`config.mk`:
```
export PLATFORM = sky130hd
export DESIGN_NAME = hazard_ctrl
export DESIGN_NICKNAME = d
export VERILOG_FILES = /design/src/rtl/core_pkg.sv /design/src/rtl/hazard_ctrl.sv
export SDC_FILE = /design/constraint.sdc
export NUM_CORES = 1
export LEC_CHECK = 0
export CAP_MARGIN = 10
export CORE_MARGIN = 10
export CORE_UTILIZATION = 44
export DETAILED_ROUTE_END_ITERATION = 8
export PLACE_DENSITY_LB_ADDON = 0.05
export SKIP_CTS_REPAIR_TIMING = 1
export SLEW_MARGIN = 20
export SYNTH_ARGS = -nofsm -noshare
export SYNTH_HDL_FRONTEND = slang
export SYNTH_SLANG_ARGS = --single-unit
```
`constraint.sdc`:
```
create_clock -name clk -period 2.05 [get_ports clk]
set_input_delay 0.3075 -clock clk [delete_from_list [all_inputs] [get_ports clk]]
set_output_delay 0.3075 -clock clk [all_outputs]
set_load 0.1 [all_outputs]
```
`src/rtl/core_pkg.sv`:
```
// Shared core definitions used by the pipeline hazard/stall controller.
package core_pkg;

    // Hazard controller operating states.
    typedef enum logic [1:0] {
        RUN      = 2'd0,
        MEM_WAIT = 2'd1,
        HALT     = 2'd2
    } hazard_state_e;

    // x0 is hard-wired to zero, so a load targeting it never creates a hazard.
    localparam logic [4:0] REG_ZERO = 5'd0;

    // Per pipeline-register control pair.
    typedef struct packed {
        logic write;
        logic flush;
    } stage_ctrl_t;

endpackage

```
`src/rtl/hazard_ctrl.sv`:
```
// Pipeline hazard and stall controller: load-use bubbles, taken-branch
// flushes, data-memory freeze and a sticky memory-timeout halt.
module hazard_ctrl
    import core_pkg::*;
#(
    parameter int MEM_TIMEOUT = 16,
    parameter int CNT_W       = 32
) (
    input  logic             clk,
    input  logic             rst_n,
    input  logic [4:0]       IF_ID_rs1,
    input  logic [4:0]       IF_ID_rs2,
    input  logic             IF_ID_uses_rs1,
    input  logic             IF_ID_uses_rs2,
    input  logic             ID_EX_MemRead,
    input  logic [4:0]       ID_EX_rd,
    input  logic             branch_taken,
    input  logic             dmem_req,
    input  logic             dmem_ready,
    output logic             pc_write,
    output logic             if_id_write,
    output logic             if_id_flush,
    output logic             id_ex_flush,
    output logic             ex_mem_write,
    output logic             mem_wb_write,
    output logic             halt,
    output logic [CNT_W-1:0] stall_cycles,
    output logic [CNT_W-1:0] flush_count
);

    localparam int               WAIT_W    = (MEM_TIMEOUT > 1) ? $clog2(MEM_TIMEOUT) : 1;
    localparam logic [WAIT_W-1:0] WAIT_LAST = WAIT_W'(MEM_TIMEOUT - 1);
    localparam logic [WAIT_W-1:0] WAIT_ONE  = WAIT_W'(32'd1);
    localparam logic [CNT_W-1:0]  CNT_MAX   = {CNT_W{1'b1}};
    localparam logic [CNT_W-1:0]  CNT_ONE   = CNT_W'(32'd1);

    hazard_state_e     state_r;
    hazard_state_e     state_nxt_s;
    logic [WAIT_W-1:0] wait_cnt_r;
    logic              halt_r;
    logic [CNT_W-1:0]  stall_cycles_r;
    logic [CNT_W-1:0]  flush_count_r;

    logic        load_use_s;
    logic        mem_wait_s;
    logic        freeze_s;
    logic        flush_s;
    logic        bubble_s;
    logic        stall_inc_s;
    stage_ctrl_t pc_ctrl_s;
    stage_ctrl_t if_id_ctrl_s;
    stage_ctrl_t id_ex_ctrl_s;
    stage_ctrl_t ex_mem_ctrl_s;
    stage_ctrl_t mem_wb_ctrl_s;

    // Hazard detection, next-state selection and prioritised stage controls.
    always_comb begin
        state_nxt_s   = state_r;
        pc_ctrl_s     = '{write: 1'b0, flush: 1'b0};
        if_id_ctrl_s  = '{write: 1'b0, flush: 1'b0};
        id_ex_ctrl_s  = '{write: 1'b0, flush: 1'b0};
        ex_mem_ctrl_s = '{write: 1'b0, flush: 1'b0};
        mem_wb_ctrl_s = '{write: 1'b0, flush: 1'b0};

        load_use_s = ID_EX_MemRead && (ID_EX_rd != REG_ZERO) &&
                     ((IF_ID_uses_rs1 && (ID_EX_rd == IF_ID_rs1)) ||
                      (IF_ID_uses_rs2 && (ID_EX_rd == IF_ID_rs2)));
        mem_wait_s = dmem_req && !dmem_ready;

        case (state_r)
            RUN: begin
                if (mem_wait_s) begin
                    state_nxt_s = MEM_WAIT;
                end else begin
                    state_nxt_s = RUN;
                end
            end
            MEM_WAIT: begin
                if (!mem_wait_s) begin
                    state_nxt_s = RUN;
                end else if (wait_cnt_r == WAIT_LAST) begin
                    state_nxt_s = HALT;
                end else begin
                    state_nxt_s = MEM_WAIT;
                end
            end
            HALT: begin
                state_nxt_s = HALT;
            end
            default: begin
                state_nxt_s = RUN;
            end
        endcase

        // A pending branch is held off by a freeze; EX keeps it for later.
        freeze_s    = (state_r == HALT) || mem_wait_s;
        flush_s     = !freeze_s && branch_taken;
        bubble_s    = !freeze_s && !branch_taken && load_use_s;
        stall_inc_s = (state_r != HALT) && (freeze_s || bubble_s);

        if (!rst_n || freeze_s) begin
            pc_ctrl_s     = '{write: 1'b0, flush: 1'b0};
            if_id_ctrl_s  = '{write: 1'b0, flush: 1'b0};
            id_ex_ctrl_s  = '{write: 1'b0, flush: 1'b0};
            ex_mem_ctrl_s = '{write: 1'b0, flush: 1'b0};
            mem_wb_ctrl_s = '{write: 1'b0, flush: 1'b0};
        end else if (flush_s) begin
            pc_ctrl_s     = '{write: 1'b1, flush: 1'b0};
            if_id_ctrl_s  = '{write: 1'b1, flush: 1'b1};
            id_ex_ctrl_s  = '{write: 1'b1, flush: 1'b1};
            ex_mem_ctrl_s = '{write: 1'b1, flush: 1'b0};
            mem_wb_ctrl_s = '{write: 1'b1, flush: 1'b0};
        end else if (bubble_s) begin
            pc_ctrl_s     = '{write: 1'b0, flush: 1'b0};
            if_id_ctrl_s  = '{write: 1'b0, flush: 1'b0};
            id_ex_ctrl_s  = '{write: 1'b1, flush: 1'b1};
            ex_mem_ctrl_s = '{write: 1'b1, flush: 1'b0};
            mem_wb_ctrl_s = '{write: 1'b1, flush: 1'b0};
        end else begin
            pc_ctrl_s     = '{write: 1'b1, flush: 1'b0};
            if_id_ctrl_s  = '{write: 1'b1, flush: 1'b0};
            id_ex_ctrl_s  = '{write: 1'b1, flush: 1'b0};
            ex_mem_ctrl_s = '{write: 1'b1, flush: 1'b0};
            mem_wb_ctrl_s = '{write: 1'b1, flush: 1'b0};
        end
    end

    // State, wait timer, sticky halt and saturating performance counters.
    always_ff @(posedge clk or negedge rst_n) begin
        if (!rst_n) begin
            state_r        <= RUN;
            wait_cnt_r     <= '0;
            halt_r         <= 1'b0;
            stall_cycles_r <= '0;
            flush_count_r  <= '0;
        end else begin
            state_r <= state_nxt_s;
            halt_r  <= (state_nxt_s == HALT);
            if ((state_r != MEM_WAIT) && (state_nxt_s == MEM_WAIT)) begin
                wait_cnt_r <= '0;
            end else if (state_r == MEM_WAIT) begin
                wait_cnt_r <= wait_cnt_r + WAIT_ONE;
            end else begin
                wait_cnt_r <= wait_cnt_r;
            end
            if (stall_inc_s && (stall_cycles_r != CNT_MAX)) begin
                stall_cycles_r <= stall_cycles_r + CNT_ONE;
            end else begin
                stall_cycles_r <= stall_cycles_r;
            end
            if (flush_s && (flush_count_r != CNT_MAX)) begin
                flush_count_r <= flush_count_r + CNT_ONE;
            end else begin
                flush_count_r <= flush_count_r;
            end
        end
    end

    assign pc_write     = pc_ctrl_s.write;
    assign if_id_write  = if_id_ctrl_s.write;
    assign if_id_flush  = if_id_ctrl_s.flush;
    assign id_ex_flush  = id_ex_ctrl_s.flush;
    assign ex_mem_write = ex_mem_ctrl_s.write;
    assign mem_wb_write = mem_wb_ctrl_s.write;
    assign halt         = halt_r;
    assign stall_cycles = stall_cycles_r;
    assign flush_count  = flush_count_r;

endmodule

```
# ---- Word-level counts from Yosys, hierarchy flattened
# Cells that the tools add are included.
# W data, S select, Z words.
dict set report op_classes {
  n_addsub 3
  n_eq_ne 11
  n_mux 15
  n_reduce_logical 23
}
# operator n
set ops {}
lappend ops {{$add A32 B1 Y32 const B} 2}
lappend ops {{$ne A32 B32 Y1 const B} 2}
lappend ops {{$mux W2} 8}
lappend ops {{$logic_and A1 B1 Y1} 12}
lappend ops {{$eq A5 B5 Y1} 2}
lappend ops {{$mux W4} 2}
lappend ops {{$pmux W2 S3} 1}
lappend ops {{$reduce_bool A5 Y1} 1}
lappend ops {{$add A4 B1 Y4 const B} 1}
lappend ops {{$eq A2 B1 Y1 const B} 2}
lappend ops {{$eq A2 B2 Y1 const B} 2}
lappend ops {{$eq A4 B4 Y1 const B} 1}
lappend ops {{$logic_not A1 Y1} 4}
lappend ops {{$logic_or A1 B1 Y1} 4}
lappend ops {{$mux W1} 4}
lappend ops {{$logic_not A2 Y1} 1}
lappend ops {{$ne A2 B1 Y1 const B} 1}
lappend ops {{$ne A2 B2 Y1 const B} 1}
lappend ops {{$reduce_bool A2 Y1} 1}
dict set report totals {
  register_bits 71
  word_cells 57
}

# ---- Logic depth before layout (Yosys ltp)
# Gate-level depths: netlist (run 1).
dict set report depth {
  depth_word 9
  ltp_mapped 8
  depth_no_buf 7
}

# ---- Worst setup path after synthesis (run 1)
# OpenSTA, ideal clock, no wires.
dict set report synth_path {
  path_type {in2out}
  startpoint {input dmem_ready}
  endpoint {output pc_write}
  t_arrival_ns 3.467
  setup_slack_ns -1.724
  cell_stages 5
  path_buffers 2
  cell_sequence {nand2b_1 > clkbuf_1 > and3_1 > nor2b_1 > buf_4}
}
dict set report synth_between {
  elab_chain_len 9
  elab_cells_between_ends 11
}
# element line
set synth_lines {}
lappend synth_lines {{from (decl)} hazard_ctrl.sv:19} ;# input logic dmem_ready,
lappend synth_lines {{$logic_not A1 Y1 (*)} hazard_ctrl.sv:68} ;# mem_wait_s = dmem_req && !dmem_ready;
lappend synth_lines {{$logic_and A1 B1 Y1 (*)} hazard_ctrl.sv:68}
lappend synth_lines {{$logic_or A1 B1 Y1 (*)} hazard_ctrl.sv:96} ;# freeze_s = (state_r == HALT) || mem_wait_s;
lappend synth_lines {{$logic_not A1 Y1} {hazard_ctrl.sv:97, hazard_ctrl.sv:98}}
lappend synth_lines {{$logic_and A1 B1 Y1 (2 in a row)} hazard_ctrl.sv:98} ;# bubble_s = !freeze_s && !branch_taken && load_use_s;
lappend synth_lines {{$mux W2} hazard_ctrl.sv:113} ;# end else if (bubble_s) begin
lappend synth_lines {{$mux W2} hazard_ctrl.sv:107} ;# end else if (flush_s) begin
lappend synth_lines {{$mux W2 (*)} hazard_ctrl.sv:101} ;# if (!rst_n || freeze_s) begin
lappend synth_lines {{to (decl)} hazard_ctrl.sv:20} ;# output logic pc_write,
# Every way passes the cells marked *; elsewhere a longest branch is shown, timed or not.

# ---- Worst setup path in the final report (run 1)
dict set report layout_path {
  startpoint {input ID_EX_rd[0]}
  endpoint {output id_ex_flush}
}
dict set report layout_between {
  elab_chain_len 8
  elab_cells_between_ends 12
}
# element line
set layout_lines {}
lappend layout_lines {{from (decl)} hazard_ctrl.sv:16} ;# input logic [4:0] ID_EX_rd,
lappend layout_lines {{$eq A5 B5 Y1, on equally long branches} {hazard_ctrl.sv:66, hazard_ctrl.sv:67}}
lappend layout_lines {{$logic_and A1 B1 Y1, on equally long branches} {hazard_ctrl.sv:66, hazard_ctrl.sv:67}}
lappend layout_lines {{$logic_or A1 B1 Y1} hazard_ctrl.sv:66} ;# ((IF_ID_uses_rs1 && (ID_EX_rd == IF_ID_rs1)) ||
lappend layout_lines {{$logic_and A1 B1 Y1 (*)} hazard_ctrl.sv:65} ;# load_use_s = ID_EX_MemRead && (ID_EX_rd != REG_ZERO) &&
lappend layout_lines {{$logic_and A1 B1 Y1 (*)} hazard_ctrl.sv:98}
lappend layout_lines {{$mux W1 (*)} hazard_ctrl.sv:113}
lappend layout_lines {{$mux W1 (*)} hazard_ctrl.sv:107}
lappend layout_lines {{$mux W1 (*)} hazard_ctrl.sv:101}
lappend layout_lines {{to (decl)} hazard_ctrl.sv:23} ;# output logic id_ex_flush,
# Marks and branches as above.

==> summary.txt, run 1 <==
Route
  • 1st-iter DRT viols: 89
  • Via count normalized by instance count: 5.298
  • DRT Wirelength: approximately 10000 microns
  • Routed Antenna Nets: 0
  • DRT Pass-1 Iters: 4
  • Residual DRC count: 0
  • Wire length per cell: 16.82 microns
  • DR vias: 3200

Synthesis
  • Seq/Total Area, Yosys: 49.31%
  • Cell count after synthesis: 340
  • Synth unique cells: 39
  • Post-Syn Area: 3603 sq um
  • Ys Warns: 0
  • Seq cells post-synth: 71
  • Net Count, Synth: between 300 and 400
  • Avg Cell Area, Syn: 10.60 sq um

Floorplanning
  • Die Span Y: 110.5 microns
  • Core ar.: 7848 sq um
  • Starting density of the core: 45.92%
  • Die Wd: approximately 110 microns
  • Ports: 94
  • # rows: 32
  • Die footprint: 12210 sq um

Clock tree
  • CTS buffer count: 9
  • Clock-pin transition on the worst setup and hold timing paths: 0.08 ns
  • Clk_lat worst skew: 0.35 ns
  • H-tree levels: 3
  • Clock Tree Buf Depth: 2
  • CTS tree: built
  • Root Buffer: clkbuf_8
  • Clk sinks: 71

Place
  • DP Wirelength: 7585 microns
  • Port Buffers: 93
  • Placed cell count: 584
  • GPL Wtd Cong: roughly 0.8
  • Placed inst area: 5221 sq um

STA
  • Least-Margin Pin Slew: around 0.37 ns
  • Tcrit/Tclk final: 99.73%
  • RSZ-0062 raised after global routing: yes
  • Setup TNS: 0 ns
  • Final Hold Viols: 0
  • Final setup vio count: 0
  • Fmax achieved: around 500 MHz
  • WHS: ~0.060 ns
  • Count of pins over their slew limit: 0
  • Crit path time final: about 2 ns
  • Relative slew slack: approximately 75%
  • Final setup skew: 0.01338 ns

Critical path
  • Crit-path slowest cell: and3_4
  • Crit path from: ID_EX_rd[0]
  • R2r startpoint: stall_cycles[10]
  • Critical Path AT: 1.74 ns
  • Crit path largest cell delay: about 0.21 ns
  • Worst Setup EP: id_ex_flush
  • Crit end category: output pin
  • R2r setup slk: 0.02 ns
  • Worst-path fanout max: 3
  • Critical Path Start Type: input pin
  • R2R depth: 7
  • Critical path class: in2out
  • CP Data Required Time: 1.74 ns
  • Worst R2R End: stall_cycles[26]
  • Critical-path cell list: dlymetal6s2s_1 > xnor2_1 > nand4_1 > buf_4 > o22ai_2 > and3_4 > o21a_1 > buf_12

Cells and area
  • Final instance area: 5644 sq um
  • Non-Filler Instances: 604
  • Nets: around 520
  • Fin util: 71.92%
  • Antenna diodes: 0
  • Share of post-route cells with drive strength above 1: between 50% and 60%
  • P&R area growth vs syn: 56.63%

Power and ir drop
  • Maximum VDD drop: 1.060 mV
  • Switch Pwr: roughly 1700 uW
  • Logic pwr share: 31.0%
  • Sw Ratio: a little under two fifths
  • Leak pwr: 0.002696 uW
  • Cell Int Power: 2788 uW
  • Clock Power Share: 30.8%
  • PD cells: 794.7 nW/um^2
  • Seq pwr share: 38.2%

Run status
  • Status: finished clean

Global routing
  • Global Route Usage Sum: 16.19%
  • First-pass GRT wire length: 16770 microns
  • Vias in the first global route: 3346
  • Remaining Overflow, GRT: 0
  • Antenna violations before repair: 0
  • Largest net degree at the start of global routing: 72

Flow run
  • Max-cap viol count: 0

Worst hold path
  • HP Class: in2async
==> layer usage <==
metal  track usage [%]  up-vias  wire [microns]
li1                  -     1525               -
met1             20.43     1575            4446
met2             26.17       89            5066
met3             4.376       11             524
met4             5.268        0             125
met5                 0        -               0
==> worst min-delay path by stage <==
| stage | start | end | slack (ns) |
|---|---|---|---|
| after detailed placement | rst_n | stall_cycles[11] | 0.45 |
| final | rst_n | stall_cycles[4] | 0.06 |
| after global placement | rst_n | stall_cycles[11] | 0.44 |
| after global routing | rst_n | flush_count[25] | 0.08 |
| after CTS | rst_n | flush_count[6] | 0.08 |
| after floorplan | rst_n | flush_count[10] | 0.01 |
==> placed cells by master, fill, tap and decap left out, types with 10 or more instances in the layout <==
master / count
and3_1: 13
dfrtp_2: 42
nand2_1: 26
dfrtp_4: 23
xnor2_1: 52
nand4_1: 25
clkbuf_8: 10
dlymetal6s2s_1: 17
xor2_1: 19
buf_4: 127
nand3_1: 19
==> area by class of cell <==
type	instances	area, sq um
Fill cell	600	2203
Multi-Input combinational cell	253	1961
Sequential cell	71	1916
Timing Repair Buffer	158	1378
Clock buffer	10	137.6
Tap cell	102	127.6
Clock inverter	5	106.4
Inverter	5	18.77
==> cells by family after synthesis <==
kind of cell,share of synthesized area [%]
flip-flops,49.31
buffers and inverters,2.187
AND/OR/NAND/NOR,25.66
AO/OA/AOI/OAI,3.923
adder cells (fa/ha/maj),1.042
XOR/XNOR,17.26
multiplexers,0.6250
==> critical path, delay by kind of cell <==
kind	cells	cell delay, ns
buffers and inverters	3	0.53
AO/OA/AOI/OAI	2	0.32
XOR/XNOR	1	0.19
AND/OR/NAND/NOR	2	0.37
==> stage by stage <==
stage                     power, uW  worst slack (ns)
after floorplan                2717           -0.2384
after global routing           4679          -0.08036
after CTS                      4533           -0.3680
after detailed placement       3142           -0.5450
after global placement         3115           -0.4285
final                          4485          0.005634
==> synthesized netlist by cell type <==
cell	instances	area, sq um
a21o_1	1	7.510
a21oi_1	4	20.02
and2_1	6	37.54
and3_1	17	106.4
and3_4	1	11.26
and4_1	11	96.34
buf_2	3	15.01
buf_4	2	15.01
buf_6	1	11.26
clkbuf_1	5	18.77
dfrtp_1	71	1777
ha_1	3	37.54
inv_1	5	18.77
mux2_2	2	22.52
nand2_1	28	105.1
nand2b_1	5	31.28
nand3_1	23	115.1
nand4_1	25	156.4
nand4_4	1	21.27
nand4b_1	1	8.760
nor2_1	13	48.80
nor2b_1	3	18.77
nor3_1	9	45.04
nor3_2	4	40.04
nor4_1	5	31.28
nor4_2	1	12.51
nor4_4	1	21.27
o211a_1	1	10.01
o211ai_1	2	15.01
o21a_1	3	22.52
o21ai_0	5	25.02
o221a_1	1	11.26
o221ai_1	1	8.760
o22ai_1	1	6.260
o31ai_1	2	15.01
or4_1	1	7.510
or4b_1	1	10.01
xnor2_1	52	455.4
xor2_1	19	166.4
==> state kept, by name (all words and copies together), names as in the netlist <==
name and count:
wait_cnt_r 4, halt 1, stall_cycles 32, state_r 2
flush_count 32
==> power groups by stage <==
stage               Sequential, uW  Combinational (uW)  Clock (uW)
CTS                           1720                1400        1410
floorplan                     2400                 312           0
detailed placement            1740                1400           0
finish                        1710                1390        1380
global route                  1740                1470        1470
global placement              1740                1380           0
(Power assumes the default switching activity.)
==> run 2: changes to the inputs <==
CTS_CLUSTER_SIZE = 10   (was default)
==> results of run 2 <==
No change in the layout: final DEF, timing and power equal those of run 1.
==> run 3: changes to the inputs <==
CORE_MARGIN = default   (was 10)
SLEW_MARGIN = default   (was 20)
==> summary.txt, run 3 (same netlist as run 1, synthesis figures left out) <==
Worst hold path
  • HP Class: in2async

Power and ir drop
  • Leak pwr: 0.002686 uW (-0.41%)
  • Total chip power: 4530 uW (+0.99%)
  • Maximum VDD drop: 1.047 mV (-1.3%)
  • PD cells: 803.8 nW/um^2 (+1.1%)

Global routing
  • Vias in the first global route: 3103 (-7.3%)
  • Remaining Overflow, GRT: 0 (unchanged)
  • First-pass GRT wire length: 15240 microns (-9.2%)
  • Global Route Usage Sum: 22.62% (+6.4 points)
  • Antenna violations before repair: 0 (unchanged)
  • Largest net degree at the start of global routing: 72 (unchanged)

Cells and area
  • P&R area growth vs syn: 56.39%
  • Nets: 524 (unchanged)
  • Commonest cells after routing, fill and taps aside: buf_4 (127), xnor2_1 (52), dfrtp_2 (41)
  • Share of post-route cells with drive strength above 1: 52.09% (-0.50 points)
  • FILL cells: 575 (-4.2%)
  • Fin util: 72.18% (+0.26 points)
  • Commonest non-fill, non-tap cell in the layout: buf_4
  • Antenna diodes: 0 (unchanged)

Place
  • GPL Wtd Cong: 0.8364 (+6.1%)
  • Setup slack after placement: -0.5517 ns (-0.006710 ns)
  • DP Wirelength: 6661 microns (-12%)
  • Port Buffers: 93 (unchanged)

Route
  • Residual DRC count: 0 (unchanged)
  • Routed Antenna Nets: 0 (unchanged)
  • Via count normalized by instance count: 5.170 (-2.4%)
  • DR vias: 3128 (-2.3%)
  • DRT Pass-1 Iters: 4 (unchanged)
  • Wire length per cell: 15.01 microns (-11%)
  • 1st-iter DRT viols: 83 (-6.7%)
  • DRT Wirelength: 9081 microns (-11%)

STA
  • RSZ-0062 raised after global routing: yes
  • Relative slew slack: 39.90% (-35 points)
  • Final Hold Viols: 0 (unchanged)
  • Count of pins over their slew limit: 0 (unchanged)
  • Final worst slack: 0.003403 ns (-0.002231 ns)
  • Least-Margin Pin Slew: 0.9015 ns (+0.5276 ns)
  • Crit path time final: 2.047 ns (+0.002231 ns)
  • Final setup skew: 0.01331 ns (-0.00007070 ns)
  • WHS: 0.2280 ns (+0.1682 ns)
  • Tcrit/Tclk final: 99.83% (+0.11 points)
  • Fmax achieved: 488.6 MHz (-0.11%)
  • Final setup vio count: 0 (unchanged)

Floorplanning
  • Die Span Y: 92.50 microns (-16%)
  • Die Wd: 92.50 microns (-16%)
  • Ports: 94 (unchanged)
  • Starting density of the core: 46.15% (+0.24 points)
  • # rows: 32 (unchanged)
  • Die footprint: 8555 sq um (-30%)
  • Core ar.: 7807 sq um (-0.51%)

Clock tree
  • CTS tree: built
  • Root Buffer: clkbuf_8
  • CTS buffer count: 9 (unchanged)
  • Clk sinks: 71 (unchanged)
  • Clk_lat worst skew: 0.34 ns (about the same)
  • H-tree levels: 3 (unchanged)
  • Clock Tree Buf Depth: 2 (unchanged)
  • Clock-pin transition on the worst setup and hold timing paths: 0.07 ns (about the same)

Critical path
  • CP Data Required Time: 1.74 ns (about the same)
  • Crit end category: output pin
  • Critical Path Start Type: input pin
  • Critical-path cell list: clkdlybuf4s50_1 > nand2_2 > buf_6 > o22ai_2 > and3_4 > o21a_1 > buf_12
  • CP top delay family: buffers and inverters
  • Critical path class: in2out
  • Crit-path slowest cell: clkdlybuf4s50_1
  • Worst-path fanout max: 2 (-1)
  • Crit path largest cell delay: 0.47 ns (+0.26 ns)
  • Critical Path AT: 1.74 ns (about the same)
  • WP buf/inv: 3 (unchanged)

Flow run
  • Max-cap viol count: 0 (unchanged)

Run status
  • Status: finished clean
run 3: cell count changes in the layout (fill, tap and decap cells not counted), sizes merged:
cell | previous run | this run
clkinvlp | 1 | 0
dlymetal6s2s | 17 | 18
inv | 5 | 6
run 3: final cells by class:
class / instances / area [sq um] / share of cell area [%]
inverters: 5 / 18.77 / 0.3330
flip-flops and latches: 71 / 1914 / 33.97
clock buffers: 11 / 141.4 / 2.509
multi-input cells: 253 / 1949 / 34.59
clock inverters: 5 / 103.9 / 1.843
repair buffers: 158 / 1380 / 24.49
well taps: 102 / 127.6 / 2.265
run 3: report_power, final:
group          switching, uW  internal (uW)  leakage, uW
Combinational           1010            432      0.00171
Clock                    528            845     0.000124
Sequential               153           1560     0.000856
Total                   1690           2840      0.00269
run 3: through the flow:
step	instances	setup TNS (ns)	cell area, sq um
after CTS	599	-1.901	5446
after global routing	605	-0.1449	5635
after detailed placement	583	-13.27	5201
after floorplan	340	-3.616	3891
final	605	0	5635
after global placement	583	-11.02	5201
run 3: final timing paths:
kind / start / to / slack [ns] / depth (start not counted)
worst max register to register: stall_cycles[11] / stall_cycles[20] / 0.06 / 7
worst max-delay path: IF_ID_uses_rs2 / id_ex_flush / 0.003 / 7
min in group clk: dmem_req / state_r[0] / 0.46 / 4
max in group asynchronous: rst_n / flush_count[0] / 1.11 / 2
worst min register to register: flush_count[30] / flush_count[30] / 0.48 / 1
worst min-delay path: rst_n / stall_cycles[6] / 0.23 / 2
run 3: metal layers:
metal  share of wire (%)  wire [microns]  track usage [%]
met2                  50            4546            37.28
met5                   0               0                0
met1                  43            3943            29.20
met4                 2.1             189            7.682
met3                 4.4             401            5.255
run 3: worst register-to-register path: stages, from the launching register on:
cell	delay [ns]
dfrtp_4	0.43
and3_4	0.19
and4_4	0.25
nand4_4	0.11
or4b_4	0.50
buf_8	0.17
nor3_4	0.12
xor2_1	0.16
